## src/rtl/led_stream_pkg.sv

```systemverilog
// Shared types and default timing for the one-wire LED stream decoder.
// Latency: n/a (types and constants only).
// Backpressure: n/a.
package led_stream_pkg;

    typedef enum logic [1:0] {
        SYNC,
        IDLE,
        HIGH,
        LOW
    } dec_state_t;

    typedef logic [23:0] pixel_t;

    localparam int PIXEL_BITS          = 24;
    localparam int DEF_THRESH_CYCLES   = 60;
    localparam int DEF_MAX_HIGH_CYCLES = 200;
    localparam int DEF_LATCH_CYCLES    = 5000;
    localparam int DEF_NUM_PIXELS      = 32;

endpackage

```

## src/rtl/led_din_sync.sv

```systemverilog
// Two-flop synchronizer bringing the asynchronous LED data line into clk.
// Latency: 2 clk cycles from din to din_s.
// Backpressure: none; free-running sampler.
module led_din_sync (
    input  logic clk,
    input  logic reset,
    input  logic din,
    output logic din_s
);

    logic din_meta;

    // Two back-to-back flops; din_meta may go metastable, din_s is the clean copy.
    always_ff @(posedge clk) begin
        if (reset) begin
            din_meta <= 1'b0;
            din_s    <= 1'b0;
        end else begin
            din_meta <= din;
            din_s    <= din_meta;
        end
    end

endmodule

```

## src/rtl/led_stream_decoder.sv

```systemverilog
// Decodes a one-wire NRZ GRB LED stream into 24-bit pixels with frame/latch detection.
// Latency: pixel_valid one cycle after the falling edge of bit 24 (3 cycles after din due to sync).
// Backpressure: none; the stream cannot be stalled. Optional frame buffer: LED_DEC_FRAMEBUF_EN.
module led_stream_decoder
    import led_stream_pkg::*;
#(
    parameter int THRESH_CYCLES   = DEF_THRESH_CYCLES,
    parameter int MAX_HIGH_CYCLES = DEF_MAX_HIGH_CYCLES,
    parameter int LATCH_CYCLES    = DEF_LATCH_CYCLES,
    parameter int NUM_PIXELS      = DEF_NUM_PIXELS
) (
    input  logic        clk,
    input  logic        reset,
    input  logic        din,
    output logic [23:0] pixel_data,
    output logic [4:0]  pixel_index,
    output logic        pixel_valid,
    output logic        frame_done,
    output logic        err,
    input  logic [4:0]  rd_addr,
    output logic [23:0] rd_data
);

    localparam int HW = $clog2(MAX_HIGH_CYCLES + 1);
    localparam int LW = $clog2(LATCH_CYCLES + 1);
    localparam logic [HW-1:0] HIGH_MAX = HW'(MAX_HIGH_CYCLES);
    localparam logic [HW-1:0] HIGH_TH  = HW'(THRESH_CYCLES);
    localparam logic [LW-1:0] LOW_MAX  = LW'(LATCH_CYCLES);
    localparam logic [5:0]    IDX_FULL = 6'(NUM_PIXELS);

    logic          din_s;
    dec_state_t    state, state_d;
    logic [HW-1:0] high_cnt, high_d, high_inc;
    logic [LW-1:0] low_cnt, low_d, low_inc;
    logic [4:0]    bit_cnt, bit_d;
    logic [22:0]   shift, shift_d;
    pixel_t        word_d;
    logic          bit_val;
    logic          word_done, latch_hit, fault_hit, sync_hit, pix_accept;
    logic [5:0]    next_idx;

    led_din_sync u_sync (
        .clk   (clk),
        .reset (reset),
        .din   (din),
        .din_s (din_s)
    );

    // Saturating increments; the counters never wrap.
    assign high_inc   = (high_cnt == HIGH_MAX) ? high_cnt : high_cnt + 1'b1;
    assign low_inc    = (low_cnt == LOW_MAX) ? low_cnt : low_cnt + 1'b1;
    assign pix_accept = word_done && (next_idx != IDX_FULL);

    // Next-state and counter logic; a latch threshold wins over a same-cycle edge.
    always_comb begin
        state_d   = state;
        high_d    = high_cnt;
        low_d     = low_cnt;
        bit_d     = bit_cnt;
        bit_val   = 1'b0;
        word_d    = {shift, 1'b0};
        shift_d   = shift;
        word_done = 1'b0;
        latch_hit = 1'b0;
        fault_hit = 1'b0;
        sync_hit  = 1'b0;
        case (state)
            SYNC: begin
                if (din_s) begin
                    low_d = '0;
                end else if (low_inc == LOW_MAX) begin
                    low_d    = '0;
                    state_d  = IDLE;
                    sync_hit = 1'b1;
                end else begin
                    low_d = low_inc;
                end
            end
            IDLE: begin
                if (din_s) begin
                    state_d = HIGH;
                    high_d  = HW'(1);
                end
            end
            HIGH: begin
                if (!din_s) begin
                    bit_val = (high_cnt >= HIGH_TH);
                    word_d  = {shift, bit_val};
                    shift_d = word_d[22:0];
                    high_d  = '0;
                    low_d   = LW'(1);
                    state_d = LOW;
                    if (bit_cnt == 5'd23) begin
                        word_done = 1'b1;
                        bit_d     = '0;
                    end else begin
                        bit_d = bit_cnt + 5'd1;
                    end
                end else if (high_inc == HIGH_MAX) begin
                    fault_hit = 1'b1;
                    state_d   = SYNC;
                    high_d    = '0;
                    low_d     = '0;
                    bit_d     = '0;
                end else begin
                    high_d = high_inc;
                end
            end
            LOW: begin
                if (low_inc == LOW_MAX) begin
                    latch_hit = 1'b1;
                    state_d   = IDLE;
                    low_d     = '0;
                    bit_d     = '0;
                end else if (din_s) begin
                    state_d = HIGH;
                    high_d  = HW'(1);
                    low_d   = '0;
                end else begin
                    low_d = low_inc;
                end
            end
            default: state_d = SYNC;
        endcase
    end

    // State, counters, pixel outputs and the sticky error flag.
    always_ff @(posedge clk) begin
        if (reset) begin
            state       <= SYNC;
            high_cnt    <= '0;
            low_cnt     <= '0;
            bit_cnt     <= '0;
            shift       <= '0;
            next_idx    <= '0;
            pixel_data  <= '0;
            pixel_index <= '0;
            pixel_valid <= 1'b0;
            frame_done  <= 1'b0;
            err         <= 1'b0;
        end else begin
            state       <= state_d;
            high_cnt    <= high_d;
            low_cnt     <= low_d;
            bit_cnt     <= bit_d;
            shift       <= shift_d;
            pixel_valid <= pix_accept;
            frame_done  <= latch_hit;
            if (pix_accept) begin
                pixel_data  <= word_d;
                pixel_index <= next_idx[4:0];
                next_idx    <= next_idx + 6'd1;
            end
            if (word_done && !pix_accept) begin
                err <= 1'b1;
            end
            if (latch_hit) begin
                next_idx    <= '0;
                pixel_index <= '0;
                if (bit_cnt != 5'd0) begin
                    err <= 1'b1;
                end
            end
            if (fault_hit) begin
                err      <= 1'b1;
                next_idx <= '0;
            end
            if (sync_hit) begin
                next_idx <= '0;
            end
        end
    end

`ifdef LED_DEC_FRAMEBUF_EN
    pixel_t frame_mem [NUM_PIXELS];

    // Store every accepted pixel; contents survive reset.
    always_ff @(posedge clk) begin
        if (!reset && pix_accept) begin
            frame_mem[next_idx[4:0]] <= word_d;
        end
    end

    // Registered read port, one cycle from rd_addr to rd_data.
    always_ff @(posedge clk) begin
        if (reset) begin
            rd_data <= '0;
        end else if (int'(rd_addr) < NUM_PIXELS) begin
            rd_data <= frame_mem[rd_addr];
        end else begin
            rd_data <= '0;
        end
    end
`else
    logic unused_rd_addr;
    assign unused_rd_addr = ^rd_addr;
    assign rd_data        = '0;
`endif

endmodule

```

## config.mk

```make
export PLATFORM = sky130hd
export DESIGN_NAME = led_stream_decoder
export DESIGN_NICKNAME = d
export VERILOG_FILES = /design/src/rtl/led_stream_pkg.sv /design/src/rtl/led_din_sync.sv /design/src/rtl/led_stream_decoder.sv
export SDC_FILE = /design/constraint.sdc
export NUM_CORES = 1
export LEC_CHECK = 0
export CAP_MARGIN = 20
export CORE_AREA = 2 2 94 96
export DETAILED_ROUTE_END_ITERATION = 6
export DIE_AREA = 0 0 96 98
export HOLD_SLACK_MARGIN = 0.03
export PLACE_DENSITY = 0.87
export SETUP_SLACK_MARGIN = 0.4
export SYNTH_ARGS = -nofsm -noshare
export SYNTH_HDL_FRONTEND = slang
export SYNTH_SLANG_ARGS = --single-unit
```

## constraint.sdc

```tcl
create_clock -name clk -period 3.4 [get_ports clk]
set_input_delay 0.68 -clock clk [delete_from_list [all_inputs] [get_ports clk]]
set_output_delay 0.68 -clock clk [all_outputs]
set_load 0.01 [all_outputs]
```

==> flow_summary.toml <==
[power_and_ir_drop]
swShare_pct = 25.3
powerDensity_nw_per_um2 = 373
sequentialPowerShare_pct = 58.1
ir_drop_mv = 0.239
comb_power_share_pct = 3.3
internal-power_mw = 1.39
fin_total_pwr_mw = 1.85
leakage_nw = 1.69
netSwitchingPower_mw = 0.469
p_clk_share_pct = 38.5

[clock_network]
htreeDepth = 3
cts_root_buffer = "clkbuf_8"
clk_pin_slew_ns = 0.10
cts.path.max_buffers = 2
cts_num_sinks = 91
post-cts-setup-buffer-count = 0
numCtsBuffers = 9
cts_tree = "done"
clock_latency_ns = 0.36

[yosys]
synth_common_cells = "132 x nand2_1, 91 x dfxtp_1, 72 x a21oi_1"
synth_seq_cells = 91
yosysTopAreaCell = "dfxtp_1"
ys_seq_area_share_pct = 40.5
ys.warnings.count = 0
synth_cell_type_count = 69
syn_area_per_cell_um2 = 7.90
synth-main-ff-cell = "dfxtp_1"
synth_edf_count = 0
synth.most_common_cell = "nand2_1"
ys_top_cells_by_area = "dfxtp_1 40%, nand2_1 11%, a21oi_1 8.0%, buf_4 4.0%, nand3_1 2.3%"
synthCells = 570
syn_area_um2 = 4500
async_reset_ff_share_pct = 0
synth_top_area_share_pct = 40.5

[routing]
drt-initial-drc-count = 247
routed_via_density = 5.67
drc_errors = 0
dr.pass1.iters = 4
wire_per_inst_um = 13.9
antenna_left = 0
vias = 3955
wl_mm = 9.70

[global_route]
grt_pass1_wl_mm = 16.3
grt_max_degree = 81
gr-total-overflow = 0
grt_util_all_layers_pct = 21.0
antenna_found_initial = 0
grt_pass1_vias = 3617

[setup_path]
start_kind = "register"
endpoint_kind = "register"
critPathMaxFanout = 11
path_class = "reg -> reg"
required_ns = 3.61
arrival_ns = 2.99

[sta]
setup_violations = 0
tightest_slew_ns = 0.816
setup_slack_ns = 0.624
fin_crit_sh_pct = 81.6
layout_min_cycle_time_ns = 2.78
skew_ns = 0.0126
max_freq_ghz = 0.360
rsz0062_at_grt = "false"
relSlewSlack_pct = 45.6
final_hold_viol_count = 0
setup_tns_ns = 0
maxSlewViolCount = 0

[status]
status = "completed"

[placement]
hpwl_mm = 6.55
post-place-ws_ns = 0.620
globalplace.congestion = 0.910
portBuffers = 34
placed_cell_area_um2 = 4770

[floorplanning]
core_um2 = 8470
row_count = 34
io_pins = 64
die_h_um = 98
die_area_um2 = 9410
fp.dieW_um = 96
start_util_pct = 53.2

[final_layout]
fin_area_um2 = 4970
diodes = 0
drive_above_1_share_pct = 7.13
nNetsFinal = 600
ff_latch_area_um2 = 1820
syn2layout_area_growth_pct = 10.4
multiInputGateArea_um2 = 2370
fillCellCount = 756

[min_path]
holdCritPathClass = "reg -> reg"

[run]
cap_violations = 0
worst paths after layout:
path                   start           end  slack, ns  depth (start not counted)
max               low_cnt[0]    bit_cnt[4]       0.62                          7
max reg2reg       low_cnt[0]    bit_cnt[4]       0.62                          7
min          u_sync.din_meta  u_sync.din_s       0.44                          1
min reg2reg  u_sync.din_meta  u_sync.din_s       0.44                          1
power by group through the flow:
stage	sequential [mW]	combinational, mW	clock, mW
floorplan	1.10	0.0744	0
global placement	1.10	0.0602	0
detailed placement	1.10	0.0606	0
CTS	1.08	0.0607	0.728
global route	1.08	0.0692	0.770
finish	1.08	0.0616	0.715
cells by family (layout without fill, tap and decap cells):
kind of cell,Yosys count,count (layout),share of synthesized area (%)
multiplexers,1,1,0.222
other,1,24,0.0833
adder cells (fa/ha/maj),8,8,2.22
AND/OR/NAND/NOR,245,245,27.0
XOR/XNOR,9,9,1.75
flip-flops,91,91,40.5
buffers and inverters,79,75,9.01
AO/OA/AOI/OAI,136,136,19.3
per-layer routing:
metal  vias up  part of all wire, %  GRT usage, %  wire length, um
li1       1951                    -             -                -
met1      1900                   46          28.4             4500
met2        93                   49          34.1             4750
met3        11                  3.2          2.16              315
met4         0                  1.4          8.24              133
met5         -                    0             0                0
worst max-delay path, stage by stage, from the launching register on:
cell and delay, ns:
dfxtp_1 0.57, inv_1 0.08, ha_1 0.31, or4_1 0.52
a2111oi_2 0.35, and4b_2 0.42, o211a_1 0.25, a311oi_1 0.12
repair_timing:
item	4_1_cts	5_1_grt
hold endpoints to repair	0	0
gates resized for setup	0	2
setup endpoints to repair	0	10
hold buffers	0	0
layout make-up:
cell class	count	area share [%]
multi-input cells	423	47.7
inverters	19	1.44
well taps	108	2.72
flip-flops and latches	91	36.7
repair buffers	40	7.66
clock inverters	6	1.08
clock buffers	10	2.77
sequential cells by signal (all words and copies together), names as in the netlist:
register	count
pixel_index	5
low_cnt	13
frame_done	1
u_sync.din_s	1
pixel_valid	1
state	2
pixel_data	24
high_cnt	8
err	1
shift	23
next_idx	6
u_sync.din_meta	1
bit_cnt	5
per-stage QoR:
step / cells / hold slack (ns) / utilization [%]
after floorplan: 593 / 0.414 / -
after global placement: 681 / 0.430 / 56.4
after detailed placement: 681 / 0.429 / 56.4
after CTS: 697 / 0.451 / 58.6
after global routing: 697 / 0.468 / 58.7
final: 697 / 0.444 / 58.7
layout by cell type (no fill, tap or decap), drive strengths merged, types with 4 or more instances in the layout:
| cell type | count |
|---|---|
| nor2b | 6 |
| a31oi | 4 |
| dfxtp | 91 |
| xor2 | 6 |
| o21ai | 11 |
| o32ai | 8 |
| a21oi | 74 |
| inv | 22 |
| nor2 | 24 |
| clkbuf | 10 |
| buf | 7 |
| clkdlybuf4s50 | 33 |
| a21o | 6 |
| and3 | 8 |
| ha | 8 |
| conb | 24 |
| nand2 | 132 |
| nand2b | 8 |
| a211oi | 6 |
| nor3 | 7 |
| or3 | 9 |
| nand4 | 6 |
| nand3 | 22 |
No activity file was read; power rests on OpenSTA's default activity.
